==> config.mk <==
export PLATFORM = sky130hd
export DESIGN_NAME = lcd_spi_rx_flat
export DESIGN_NICKNAME = d
export VERILOG_FILES = /design/src/rtl/lcd_spi_rx_if.sv /design/src/rtl/lcd_spi_rx.sv /design/src/flat_wrapper.sv
export SDC_FILE = /design/constraint.sdc
export NUM_CORES = 1
export LEC_CHECK = 0
export CAP_MARGIN = 20
export CORE_UTILIZATION = 50
export DETAILED_ROUTE_END_ITERATION = 12
export PLACE_DENSITY = 0.74
export SYNTH_ARGS = -nofsm -noshare
export SYNTH_HDL_FRONTEND = slang
export SYNTH_SLANG_ARGS = --single-unit
==> constraint.sdc <==
create_clock -name clk_pixel -period 2.3 [get_ports clk_pixel]
set_clock_uncertainty 0.2 [all_clocks]
set_input_delay 0.23 -clock clk_pixel [delete_from_list [all_inputs] [get_ports clk_pixel]]
set_output_delay 0.23 -clock clk_pixel [all_outputs]
set_load 0.005 [all_outputs]
==> src/rtl/lcd_spi_rx_if.sv <==
// Pixel-write and command-strobe bus driven by the SPI LCD receiver.
interface lcd_spi_rx_if #(
   parameter int c_x_bits     = 8,
   parameter int c_y_bits     = 8,
   parameter int c_color_bits = 16
);
   logic                    fb_we;
   logic [c_x_bits-1:0]     fb_x;
   logic [c_y_bits-1:0]     fb_y;
   logic [c_color_bits-1:0] fb_data;
   logic                    cmd_valid;
   logic [7:0]              cmd_byte;
   logic                    frame_done;

   modport master (output fb_we, fb_x, fb_y, fb_data, cmd_valid, cmd_byte, frame_done);
   modport slave  (input  fb_we, fb_x, fb_y, fb_data, cmd_valid, cmd_byte, frame_done);
endinterface

==> src/rtl/lcd_spi_rx.sv <==
// SPI LCD controller receiver: oversamples the SPI lines on clk_pixel, decodes
// CASET/RASET/RAMWR and turns pixel data into framebuffer write strobes.
module lcd_spi_rx #(
   parameter int c_x_size        = 240,
   parameter int c_y_size        = 240,
   parameter int c_x_bits        = $clog2(c_x_size),
   parameter int c_y_bits        = $clog2(c_y_size),
   parameter int c_color_bits    = 16,
   parameter int c_sample_rising = 1
) (
   input  logic clk_pixel,
   input  logic reset,
   input  logic spi_csn,
   input  logic spi_clk,
   input  logic spi_mosi,
   input  logic spi_dc,
   input  logic spi_resn,
   lcd_spi_rx_if.master bus
);
   typedef enum logic [2:0] {S_IDLE, S_CASET, S_RASET, S_RAMWR, S_SKIP} state_t;

   localparam logic [c_x_bits-1:0] c_x_last = c_x_bits'(c_x_size - 1);
   localparam logic [c_y_bits-1:0] c_y_last = c_y_bits'(c_y_size - 1);
   localparam logic [c_x_bits-1:0] c_x_one  = 1;
   localparam logic [c_y_bits-1:0] c_y_one  = 1;
   // sync vector order: {resn, dc, mosi, csn, clk}; csn idles deselected, resn asserted
   localparam logic [4:0] c_sync_rst = 5'b00010;

   logic [4:0] sync1_q, sync1_d, sync2_q, sync2_d;
   logic       clk_prev_q, clk_prev_d;
   state_t     state_q, state_d;
   logic [2:0] cnt_q, cnt_d;
   logic [6:0] shift_q, shift_d;
   logic [1:0] argcnt_q, argcnt_d;
   logic [23:0] arg_q, arg_d;
   logic [c_x_bits-1:0] xs_q, xs_d, xe_q, xe_d, x_q, x_d, fb_x_q, fb_x_d;
   logic [c_y_bits-1:0] ys_q, ys_d, ye_q, ye_d, y_q, y_d, fb_y_q, fb_y_d;
   logic       phase_q, phase_d;
   logic [7:0] hi_q, hi_d, cmd_byte_q, cmd_byte_d;
   logic [c_color_bits-1:0] fb_data_q, fb_data_d;
   logic       fb_we_q, fb_we_d, cmd_valid_q, cmd_valid_d, frame_done_q, frame_done_d;

   logic s_clk, s_csn, s_mosi, s_dc, s_resn, rst_all, sample, byte_stb;
   logic [7:0]  rx_byte;
   logic [15:0] win_s, win_e, pix16;
   logic [c_x_bits-1:0] new_xs, new_xe_raw;
   logic [c_y_bits-1:0] new_ys, new_ye_raw;

   assign s_clk   = sync2_q[0];
   assign s_csn   = sync2_q[1];
   assign s_mosi  = sync2_q[2];
   assign s_dc    = sync2_q[3];
   assign s_resn  = sync2_q[4];
   assign rst_all = reset | ~s_resn;
   assign sample  = (s_clk != clk_prev_q) && (s_clk == (c_sample_rising != 0)) && !s_csn;
   assign byte_stb = sample && (cnt_q == 3'd7);
   assign rx_byte = {shift_q, s_mosi};
   // window arguments: first two bytes start, last two end (big endian)
   assign win_s      = arg_q[23:8];
   assign win_e      = {arg_q[7:0], rx_byte};
   assign new_xs     = win_s[c_x_bits-1:0];
   assign new_xe_raw = win_e[c_x_bits-1:0];
   assign new_ys     = win_s[c_y_bits-1:0];
   assign new_ye_raw = win_e[c_y_bits-1:0];
   assign pix16      = {hi_q, rx_byte};

   // two-stage synchronizer plus the previous-clock stage for edge detection
   always_comb begin
      sync1_d    = {spi_resn, spi_dc, spi_mosi, spi_csn, spi_clk};
      sync2_d    = sync1_q;
      clk_prev_d = s_clk;
   end

   // synchronizer registers, cleared only by the system reset
   always_ff @(posedge clk_pixel) begin
      if (reset) begin
         sync1_q    <= c_sync_rst;
         sync2_q    <= c_sync_rst;
         clk_prev_q <= 1'b0;
      end else begin
         sync1_q    <= sync1_d;
         sync2_q    <= sync2_d;
         clk_prev_q <= clk_prev_d;
      end
   end

   // state register
   always_ff @(posedge clk_pixel) state_q <= state_d;

   // next state: commands always redirect, window setup ends after 4 data bytes
   always_comb begin
      state_d = state_q;
      if (byte_stb && !s_dc) begin
         case (rx_byte)
            8'h2A:   state_d = S_CASET;
            8'h2B:   state_d = S_RASET;
            8'h2C:   state_d = S_RAMWR;
            default: state_d = S_SKIP;
         endcase
      end else if (byte_stb && (state_q == S_CASET || state_q == S_RASET) && argcnt_q == 2'd3) begin
         state_d = S_SKIP;
      end
      if (rst_all) state_d = S_IDLE;
   end

   // byte assembly, window registers, pixel cursor and output strobes
   always_comb begin
      cnt_d = cnt_q;  shift_d = shift_q;  argcnt_d = argcnt_q;  arg_d = arg_q;
      xs_d = xs_q;  xe_d = xe_q;  ys_d = ys_q;  ye_d = ye_q;  x_d = x_q;  y_d = y_q;
      phase_d = phase_q;  hi_d = hi_q;
      fb_x_d = fb_x_q;  fb_y_d = fb_y_q;  fb_data_d = fb_data_q;  cmd_byte_d = cmd_byte_q;
      fb_we_d = 1'b0;  cmd_valid_d = 1'b0;  frame_done_d = 1'b0;

      if (s_csn) begin
         cnt_d   = '0;
         shift_d = '0;
      end else if (sample) begin
         cnt_d   = cnt_q + 3'd1;
         shift_d = {shift_q[5:0], s_mosi};
      end

      if (byte_stb) begin
         if (!s_dc) begin
            cmd_valid_d = 1'b1;
            cmd_byte_d  = rx_byte;
            argcnt_d    = '0;
            phase_d     = 1'b0;
            if (rx_byte == 8'h2C) begin
               x_d = xs_q;
               y_d = ys_q;
            end
         end else begin
            case (state_q)
               S_CASET, S_RASET: begin
                  arg_d    = {arg_q[15:0], rx_byte};
                  argcnt_d = argcnt_q + 2'd1;
                  if (argcnt_q == 2'd3) begin
                     if (state_q == S_CASET) begin
                        xs_d = new_xs;
                        xe_d = (new_xe_raw < new_xs) ? new_xs : new_xe_raw;
                     end else begin
                        ys_d = new_ys;
                        ye_d = (new_ye_raw < new_ys) ? new_ys : new_ye_raw;
                     end
                  end
               end
               S_RAMWR: begin
                  if (c_color_bits == 16 && !phase_q) begin
                     hi_d    = rx_byte;
                     phase_d = 1'b1;
                  end else begin
                     phase_d   = 1'b0;
                     fb_we_d   = 1'b1;
                     fb_x_d    = x_q;
                     fb_y_d    = y_q;
                     fb_data_d = pix16[c_color_bits-1:0];
                     if (x_q != xe_q) begin
                        x_d = x_q + c_x_one;
                     end else begin
                        x_d = xs_q;
                        if (y_q != ye_q) begin
                           y_d = y_q + c_y_one;
                        end else begin
                           y_d          = ys_q;
                           frame_done_d = 1'b1;
                        end
                     end
                  end
               end
               default: ;
            endcase
         end
      end

      if (rst_all) begin
         cnt_d = '0;  shift_d = '0;  argcnt_d = '0;  arg_d = '0;
         xs_d = '0;  xe_d = c_x_last;  ys_d = '0;  ye_d = c_y_last;  x_d = '0;  y_d = '0;
         phase_d = 1'b0;  hi_d = '0;
         fb_x_d = '0;  fb_y_d = '0;  fb_data_d = '0;  cmd_byte_d = '0;
         fb_we_d = 1'b0;  cmd_valid_d = 1'b0;  frame_done_d = 1'b0;
      end
   end

   // datapath registers (reset folded into the _d logic above)
   always_ff @(posedge clk_pixel) begin
      cnt_q <= cnt_d;  shift_q <= shift_d;  argcnt_q <= argcnt_d;  arg_q <= arg_d;
      xs_q <= xs_d;  xe_q <= xe_d;  ys_q <= ys_d;  ye_q <= ye_d;  x_q <= x_d;  y_q <= y_d;
      phase_q <= phase_d;  hi_q <= hi_d;
      fb_x_q <= fb_x_d;  fb_y_q <= fb_y_d;  fb_data_q <= fb_data_d;  cmd_byte_q <= cmd_byte_d;
      fb_we_q <= fb_we_d;  cmd_valid_q <= cmd_valid_d;  frame_done_q <= frame_done_d;
   end

   assign bus.fb_we      = fb_we_q;
   assign bus.fb_x       = fb_x_q;
   assign bus.fb_y       = fb_y_q;
   assign bus.fb_data    = fb_data_q;
   assign bus.cmd_valid  = cmd_valid_q;
   assign bus.cmd_byte   = cmd_byte_q;
   assign bus.frame_done = frame_done_q;
endmodule
==> src/flat_wrapper.sv <==
// flat-port wrapper written by rule: the top's interface ports become plain ports
module lcd_spi_rx_flat 
#(
   parameter int c_x_size        = 240,
   parameter int c_y_size        = 240,
   parameter int c_x_bits        = $clog2(c_x_size),
   parameter int c_y_bits        = $clog2(c_y_size),
   parameter int c_color_bits    = 16,
   parameter int c_sample_rising = 1
)
  (clk_pixel, reset, spi_csn, spi_clk, spi_mosi, spi_dc, spi_resn, bus_fb_we, bus_fb_x, bus_fb_y, bus_fb_data, bus_cmd_valid, bus_cmd_byte, bus_frame_done);
  lcd_spi_rx_if #(.c_x_bits(c_x_bits), .c_y_bits(c_y_bits), .c_color_bits(c_color_bits)) bus_i ();
  input  logic clk_pixel;
  input  logic reset;
  input  logic spi_csn;
  input  logic spi_clk;
  input  logic spi_mosi;
  input  logic spi_dc;
  input  logic spi_resn;
  output wire logic [$bits(bus_i.fb_we)-1:0] bus_fb_we;
  output wire logic [$bits(bus_i.fb_x)-1:0] bus_fb_x;
  output wire logic [$bits(bus_i.fb_y)-1:0] bus_fb_y;
  output wire logic [$bits(bus_i.fb_data)-1:0] bus_fb_data;
  output wire logic [$bits(bus_i.cmd_valid)-1:0] bus_cmd_valid;
  output wire logic [$bits(bus_i.cmd_byte)-1:0] bus_cmd_byte;
  output wire logic [$bits(bus_i.frame_done)-1:0] bus_frame_done;
  assign bus_fb_we = bus_i.fb_we;
  assign bus_fb_x = bus_i.fb_x;
  assign bus_fb_y = bus_i.fb_y;
  assign bus_fb_data = bus_i.fb_data;
  assign bus_cmd_valid = bus_i.cmd_valid;
  assign bus_cmd_byte = bus_i.cmd_byte;
  assign bus_frame_done = bus_i.frame_done;
  lcd_spi_rx #(.c_x_size(c_x_size), .c_y_size(c_y_size), .c_x_bits(c_x_bits), .c_y_bits(c_y_bits), .c_color_bits(c_color_bits), .c_sample_rising(c_sample_rising)) u_core (.clk_pixel(clk_pixel), .reset(reset), .spi_csn(spi_csn), .spi_clk(spi_clk), .spi_mosi(spi_mosi), .spi_dc(spi_dc), .spi_resn(spi_resn), .bus(bus_i));
endmodule
Word-level counts from Yosys, hierarchy flattened
Index checks and enable logic that the tools add are counted.
{ "totals": {"latch_bits": 0, "ram_bits": 0, "output_inout_bits": 43, "word_cells": 99, "inputBits": 7, "romBits": 0, "ff_bits": 142, "memories": 0} }
{ "classes": {"div": 0, "bitwise": 7, "n_shift": 0, "reduce_logical": 26, "n_eq_ne": 15, "n_addsub": 4, "magnitude_cmp": 1, "mul": 0, "muxes": 23} }
{ "ops": {"columns": ["op", "n"], "rows": [
  ["$mux 8", 12],
  ["$eq 8x6->1 const B", 3],
  ["$add 8x1->8 const B", 2],
  ["$ne 8x8->1", 2],
  ["$reduce_and 5->1", 3],
  ["$reduce_and 4->1", 3],
  ["$pmux 3 s3", 1],
  ["$lt 8x8->1", 1],
  ["$ne 2x2->1 const B", 4],
  ["$eq 3x2->1 const B", 2],
  ["$logic_and 1x1->1", 6],
  ["$mux 1", 6],
  ["$mux 3", 2],
  ["$not 1->1", 6],
  ["$reduce_and 2->1", 3],
  ["$reduce_or 2->1", 3],
  ["$reduce_or 6->1", 1],
  ["$mux 2", 2],
  ["$reduce_bool 2->1", 2],
  ["$reduce_or 4->1", 1],
  ["$add 3x1->3 const B", 1],
  ["$eq 3x1->1 const B", 1],
  ["$eq 3x3->1 const B", 1],
  ["$reduce_and 3->1", 1],
  ["6 further kinds", 7]
]} }

Longest topological paths before layout
Gate-level depths: netlist (run 1).
{ "depth": {"word_depth": 8, "depth_mapped": 10, "ltp_nobuf": 8} }

Worst setup path after synthesis (run 1)
Ideal clock, no wire load.
{ "synth_path": {"path_type": "flip-flop to flip-flop", "from": "register u_core.cnt_q[0]", "to": "register u_core.x_q[7]", "path_buffers": 1, "stages_incl_launch_ff": 10, "required_ns": 2.026, "setup_ns": 0.074, "setup_slack_ns": -0.040, "arrival_time_ns": 2.066, "cell_sequence": "dfxtp_1 -> ha_1 -> ha_1 -> and4bb_2 -> and3_1 -> buf_4 -> a21oi_2 -> or4_1 -> a21o_1 -> a31oi_1"} }
{ "synth_via": {"elab_chain_len": 3} }
{ "synth_lines": {"columns": ["element", "line", "source"], "rows": [
  ["from (decl)", "lcd_spi_rx.sv:32", "logic [2:0] cnt_q, cnt_d;"],
  ["from (signal assigned)", "lcd_spi_rx.sv:186", "cnt_q <= cnt_d; shift_q <= shift_d; argcnt_q <= argcnt_d; arg_q <= arg_d;"],
  ["$eq 3x3->1", "lcd_spi_rx.sv:56", "assign byte_stb = sample && (cnt_q == 3'd7);"],
  ["$logic_and 1x1->1", "lcd_spi_rx.sv:56", null],
  ["$reduce_and 4->1 (no line)", null, null],
  ["to (signal assigned)", "lcd_spi_rx.sv:187", "xs_q <= xs_d; xe_q <= xe_d; ys_q <= ys_d; ye_q <= ye_d; x_q <= x_d; y_q <= y_d;"],
  ["to (decl)", "lcd_spi_rx.sv:36", "logic [c_x_bits-1:0] xs_q, xs_d, xe_q, xe_d, x_q, x_d, fb_x_q, fb_x_d;"]
]} }
Every way passes these cells.
A chain may end at the register's enable or synchronous reset.

Worst setup path in the final report (run 1)
{ "layout_path": {"from": "register u_core.shift_q[4]", "to": "register u_core.ye_q[0]"} }
{ "layout_via": {"elab_chain_len": 2} }
{ "layout_lines": {"columns": ["element", "line", "source"], "rows": [
  ["from (decl)", "lcd_spi_rx.sv:33", "logic [6:0] shift_q, shift_d;"],
  ["from (signal assigned)", "lcd_spi_rx.sv:186", null],
  ["$lt 8x8->1", "lcd_spi_rx.sv:143", "ye_d = (new_ye_raw < new_ys) ? new_ys : new_ye_raw;"],
  ["$mux 8", "lcd_spi_rx.sv:143", null],
  ["to (signal assigned)", "lcd_spi_rx.sv:187", null],
  ["to (decl)", "lcd_spi_rx.sv:37", "logic [c_y_bits-1:0] ys_q, ys_d, ye_q, ye_d, y_q, y_d, fb_y_q, fb_y_d;"]
]} }
Every way passes these cells.

==> impl_metrics.json, run 1 <==
{
  "tightest_slew_ps": 524.9,
  "initial_core_util_pct": 51.84,
  "firstDrtPassIters": 10,
  "max_freq_mhz": 432.5,
  "slowest_delay_ps": 390,
  "hold_viol_final": 0,
  "cpMaxStageDelayCell": "dfxtp_1",
  "syn_area_mm2": 0.005996,
  "viasPerCell": 5.762,
  "synth_nets": 735,
  "crit_path_start_kind": "register",
  "seq_area_frac_synth_pct": 47.41,
  "place_congestion": 0.9015,
  "syn_inst": 716,
  "startpoint": "u_core.shift_q[4]",
  "cts.sinks": 142,
  "yosys.area.top_type_share_pct": 47.41,
  "crit_chain": "ha_4, a21o_1, a221o_1, a31oi_4, o21bai_4, clkbuf_16, nor4_1, a211oi_1",
  "r2r_cells": 8,
  "grt_overflow": 0,
  "hold_buffers": 0,
  "critical_path_class": "register to register",
  "fp.dieH_um": 111.5,
  "post_drt_wl_per_cell_um": 17.13,
  "antennaDiodeCount": 0,
  "min_period_ps": 2312,
  "synth_edf_count": 0,
  "r2r_setup_slack_ps": -10,
  "powerDensity_mw_per_mm2": 663.0,
  "hold_path_class": "input port to register",
  "rr_startpoint": "u_core.shift_q[4]",
  "r2r-end": "u_core.ye_q[0]",
  "ys_ff_latch": 142,
  "layout.nets": 820,
  "max-vdd-ir-drop_mv": 0.6283,
  "cts_tree": "yes",
  "synthTopCellsByCount": "nand2_1, dfxtp_1, a21oi_1, nor2_1, clkbuf_1",
  "synth.area.top_cells": "dfxtp_1, nand2_1, a21oi_1",
  "fillers": 859,
  "setup_viol": 1,
  "num_rows": 39,
  "syn_avg_cell_area_um2": 8.374,
  "cts_root_buf": "clkbuf_16",
  "arrival_ps": 2420,
  "die_w_um": 111.5,
  "rsz0062_at_grt": "yes",
  "grtUsageTotal_pct": 25.33,
  "grt_pass1_vias": 5092,
  "drive_gt1_share_pct": 19.66,
  "fin_ws_ps": -12.13,
  "ys_dominant_reg_cell": "dfxtp_1",
  "synth_top_cell_by_area": "dfxtp_1",
  "routed_wl_um": 16390,
  "synth.distinct_cells": 44,
  "numCtsBuffers": 17,
  "clk_latency_ps": 420,
  "drtIter0Drc": 562,
  "finalCritPeriodShare_pct": 100.5,
  "portBuffers": 49,
  "pre_cts_slack_ps": -37.87,
  "cp_max_fo": 8,
  "route.vias.total": 5514,
  "hpwl_um": 10490,
  "clkSlewWorstSetupHoldPaths_ps": 60,
  "synthArstFlopShare_pct": 0,
  "outcome": "finished with violations",
  "ios": 50,
  "violations": "DRC, setup timing",
  "drc": 4,
  "endpoint": "u_core.ye_q[0]",
  "cap_violations": 0,
  "drtAntennaViolNets": 0,
  "yosys_warnings": 0,
  "p_leak_nw": 2.680,
  "clockBufferDepth": 2,
  "yosysMostFrequentCell": "nand2_1",
  "h-tree-depth": 4,
  "antenna_found_initial": 0,
  "grt_max_degree": 35,
  "area_growth_pct": 33.51,
  "dieArea_mm2": 0.01243,
  "final-max-slew-violation-count": 0,
  "utilization_pct": 69.22,
  "worstPathRequired_ps": 2410,
  "core_region_area_mm2": 0.01156,
  "relSlewSlack_pct": 64.96,
  "grt_pass1_wl_um": 24650,
  "worstSetupEndpointType": "register"
}
==> where the power goes <==
part / switching (mW) / total, mW / internal (mW)
Clock: 1.05 / 2.75 / 1.70
Sequential: 0.00825 / 2.48 / 2.47
Combinational: 0.0454 / 0.0803 / 0.0348
==> cells by family after synthesis <==
group                    Yosys count  share of synthesized area, %
adder cells (fa/ha/maj)           12                         2.504
multiplexers                      25                         4.361
buffers and inverters             67                         4.549
flip-flops                       142                         47.41
AND/OR/NAND/NOR                  297                         23.25
AO/OA/AOI/OAI                    155                         15.30
XOR/XNOR                          18                         2.629
==> final cells by class <==
cell class                      count  area, um2  share of cell area, %
Tap cell                          143      178.9                  2.235
Sequential cell                   142       2853                  35.64
Inverter                           12      45.04                 0.5627
Multi-Input combinational cell    507       3192                  39.87
Clock inverter                     10      111.4                  1.391
Clock buffer                       22      484.2                  6.049
Timing Repair Buffer              121       1141                  14.25
==> critical path, delay by kind of cell, from the launching register on <==
family                     cells  cell delay, ps
AOI/OAI and AO/OA              5             930
adders and majority gates      1             220
buffers and inverters          1             190
DFF                            1             390
and+or+nand+nor                1             260
==> metrics by stage <==
| step | TNS, ps | hold slack, ps | total power [mW] | std cells | instance area, um2 |
|---|---|---|---|---|---|
| 6_report | -12.13 | 162.2 | 5.307 | 957 | 8005 |
| 4_1_cts | 0 | 157.1 | 5.314 | 941 | 7508 |
| 3_5_place_dp | -58.54 | 206.4 | 2.606 | 909 | 6893 |
| 5_1_grt | -1129 | 173.9 | 5.425 | 957 | 8005 |
| 3_3_place_gp | 0 | 193.7 | 2.604 | 909 | 6893 |
| 2_1_floorplan | 0 | 101.6 | 2.570 | 716 | 5998 |
==> registers in the layout, indices dropped and copies added, names as in the netlist <==
signal and count:
u_core.xs_q 8, u_core.cnt_q 3, u_core.ye_q 8, u_core.x_q 8
u_core.bus.fb_data 16, u_core.arg_q 16, u_core.bus.cmd_valid 1, u_core.xe_q 8
u_core.ys_q 8, u_core.bus.cmd_byte 8, u_core.bus.fb_y 8, u_core.y_q 8
u_core.bus.fb_we 1, u_core.phase_q 1, u_core.argcnt_q 2, u_core.hi_q 8
u_core.state_q 3, u_core.sync2_q 5, u_core.clk_prev_q 1, u_core.sync1_q 5
u_core.bus.frame_done 1, u_core.shift_q 7, u_core.bus.fb_x 8
==> what timing repair did <==
item | 4_1_cts | 5_1_grt
pin swaps | 1 | 15
hold endpoints to repair | 0 | 0
resized for setup | 5 | 63
cloned | 0 | 3
buffers inserted | 0 | 13
setup endpoints to repair | 14 | 28
==> placed cells by master (no fill, tap or decap), types with 5 or more instances in the layout <==
| cell type | synthesis | layout |
|---|---|---|
| ha_1 | 12 | 7 |
| nand3_1 | 11 | 11 |
| nand2b_1 | 6 | 5 |
| dfxtp_1 | 142 | 136 |
| buf_4 | 2 | 59 |
| ha_4 | 0 | 5 |
| nor4_4 | 1 | 10 |
| and3_1 | 7 | 5 |
| inv_1 | 12 | 10 |
| dfxtp_2 | 0 | 5 |
| clkdlybuf4s50_1 | 0 | 49 |
| nor2b_1 | 20 | 20 |
| mux2i_1 | 16 | 15 |
| nor3_1 | 20 | 19 |
| xor2_1 | 16 | 16 |
| clkbuf_16 | 0 | 19 |
| a311oi_1 | 10 | 10 |
| a21oi_1 | 89 | 89 |
| mux2_2 | 9 | 9 |
| buf_6 | 1 | 6 |
| a32o_1 | 6 | 6 |
| nor2_1 | 46 | 44 |
| nor4_1 | 19 | 7 |
| nand2_1 | 152 | 152 |
| o21ai_0 | 20 | 19 |
==> layer usage <==
layer	up-vias	track usage, %	wire length (um)
li1	2639	-	-
met1	2635	30.17	6840
met2	195	43.54	8171
met3	45	6.369	954
met4	0	10.54	426
met5	-	0	0
==> worst min-delay path by stage <==
stage / startpoint / endpoint / slack [ps] / depth (start not counted)
finish: spi_clk / u_core.sync1_q[0] / 160 / 2
global route: spi_clk / u_core.sync1_q[0] / 170 / 2
CTS: spi_clk / u_core.sync1_q[0] / 160 / 2
global placement: u_core.sync1_q[1] / u_core.sync2_q[1] / 190 / 1
floorplan: reset / u_core.clk_prev_q / 100 / 1
detailed placement: u_core.sync1_q[1] / u_core.sync2_q[1] / 210 / 1
Note: power is estimated with default switching activity, not from simulation.
==> run 2: changes to the inputs <==
CORE_UTILIZATION = 41   (was 50)
PLACE_DENSITY = 0.63   (was 0.74)
==> run 2 against run 1 <==
Critical endpoint is now u_core.xe_q[1]. Setup slack lost 39 ps. Count of clock-buffer cells in the layout decreased by 2. The run ends with setup timing left. Non-clock buffer count fell by 5. Hold slack improved by 5.6 ps. Final cell count increased by 3.1%. Power rose by 5.2%. Sequential power about the same. Critical path type unchanged.
==> impl_metrics.json, run 2 (same netlist as run 1, synthesis figures left out) <==
{
  "utilization_pct": 57.06,
  "antennaDiodeCount": 0,
  "fp.dieH_um": 122.9,
  "startpoint": "u_core.shift_q[4]",
  "num_rows": 43,
  "slowest_delay_ps": 380,
  "hold_viol_final": 0,
  "critical_path_class": "register to register",
  "powerDensity_mw_per_mm2": 694.1,
  "layout.area.seq_mm2": 0.002854,
  "viasPerCell": 5.451,
  "fin_ws_ps": -51.39,
  "drtIter0Drc": 431,
  "final_common_cell": "nand2_1",
  "post_dp_cell_area_mm2": 0.006924,
  "grtUsageTotal_pct": 21.13,
  "drive_gt1_share_pct": 19.70,
  "antenna_found_initial": 0,
  "post_drt_wl_per_cell_um": 16.16,
  "rsz0062_at_grt": "yes",
  "min_from": "spi_clk",
  "layout.nets": 815,
  "clockBufferDepth": 2,
  "numCtsBuffers": 17,
  "layout_common_cells": "nand2_1, dfxtp_1, a21oi_1",
  "routed_wl_um": 15950,
  "design_area_mm2": 0.008043,
  "h-tree-depth": 4,
  "cts.sinks": 142,
  "setup_viol": 4,
  "clkSlewWorstSetupHoldPaths_ps": 60,
  "grt_max_degree": 60,
  "arrival_ps": 2470,
  "finalCritPeriodShare_pct": 102.2,
  "ios": 50,
  "place_congestion": 0.8358,
  "violations": "setup timing",
  "clk_latency_ps": 420,
  "portBuffers": 49,
  "cts_root_buf": "clkbuf_16",
  "initial_core_util_pct": 42.54,
  "hold_path_class": "input port to register",
  "cp_max_fo": 7,
  "grt_overflow": 0,
  "cpMaxStageDelayCell": "dfxtp_2",
  "worstPathRequired_ps": 2420,
  "firstDrtPassIters": 4,
  "fillers": 1241,
  "dieArea_mm2": 0.01511,
  "max-vdd-ir-drop_mv": 0.4592,
  "drc": 0,
  "grt_pass1_wl_um": 24180,
  "route.vias.total": 5380,
  "crit_chain": "ha_4, and3_4, a221o_1, a31oi_4, o21bai_4, buf_4, clkbuf_16, a311oi_1",
  "max_freq_mhz": 425.3,
  "worstSetupEndpointType": "register",
  "cts_tree": "yes",
  "crit_path_start_kind": "register",
  "outcome": "finished with violations",
  "cp_top_family": "compound AO/OA/AOI/OAI gates",
  "relSlewSlack_pct": 67.11,
  "area_growth_pct": 34.14,
  "tightest_slew_ps": 492.7,
  "min_period_ps": 2351,
  "final-max-slew-violation-count": 0,
  "cp_num_buf_inv": 2,
  "core_region_area_mm2": 0.01410,
  "r2r_setup_slack_ps": -50,
  "die_w_um": 122.9,
  "hpwl_um": 10620,
  "drtAntennaViolNets": 0,
  "cap_violations": 0,
  "p_leak_nw": 2.683,
  "multi_input_area_mm2": 0.003192,
  "grt_pass1_vias": 4881,
  "rr_startpoint": "u_core.shift_q[4]"
}
[run 2: changes by cell type in the layout (fill, tap and decap cells not counted), sizes merged]
cell / delta
clkbuf: -3
clkinvlp: -2
bufinv: +3
clkinv: -2
buf: -4
inv: +1
[run 2: routing by layer]
layer	global-route usage, %	wire length (um)
met1	26.61	7181
met2	35.22	7700
met3	4.659	721
met4	8.003	349
met5	0	0
[run 2: path summary, 6_finish.rpt]
check | end | cells after the start
max | u_core.xe_q[1] | 8
max reg2reg | u_core.xe_q[1] | 8
min reg2reg | u_core.sync2_q[1] | 1
min | u_core.sync1_q[0] | 2
[run 2: cell type report]
cell class                 instances  area share (%)
sequential                       142           35.49
tap                              180           2.800
inverter                          12          0.5601
timing repair buffer             116           13.36
multi-input combinational        507           39.69
clock buffer                      20           5.803
clock inverter                    10           2.302
[run 2: power breakdown]
group          total [mW]  internal [mW]  switching [mW]  leakage [nW]
Sequential           2.48           2.47         0.00931          1.15
Combinational      0.0766         0.0321          0.0444          1.21
Clock                3.03           2.00            1.03         0.318
[run 2: through the flow]
stage	setup WS [ps]	instances	power (mW)	hold slack (ps)	TNS, ps
6_report	-51.39	987	5.583	167.8	-143.5
5_1_grt	-124.4	987	5.734	168.5	-695.3
4_1_cts	1.206	974	5.631	152.0	0
3_5_place_dp	0.6364	944	2.604	196.8	0
3_3_place_gp	47.97	944	2.603	195.4	0
2_1_floorplan	13.24	716	2.570	101.6	0
[run 2: repair_timing]
action,in CTS,in global routing
setup endpoints to repair,4,33
cloned,0,3
endpoints found under the hold margin,0,0
pin swaps,0,15
gates resized for setup,5,64
buffers inserted,0,10
hold buffers,0,0
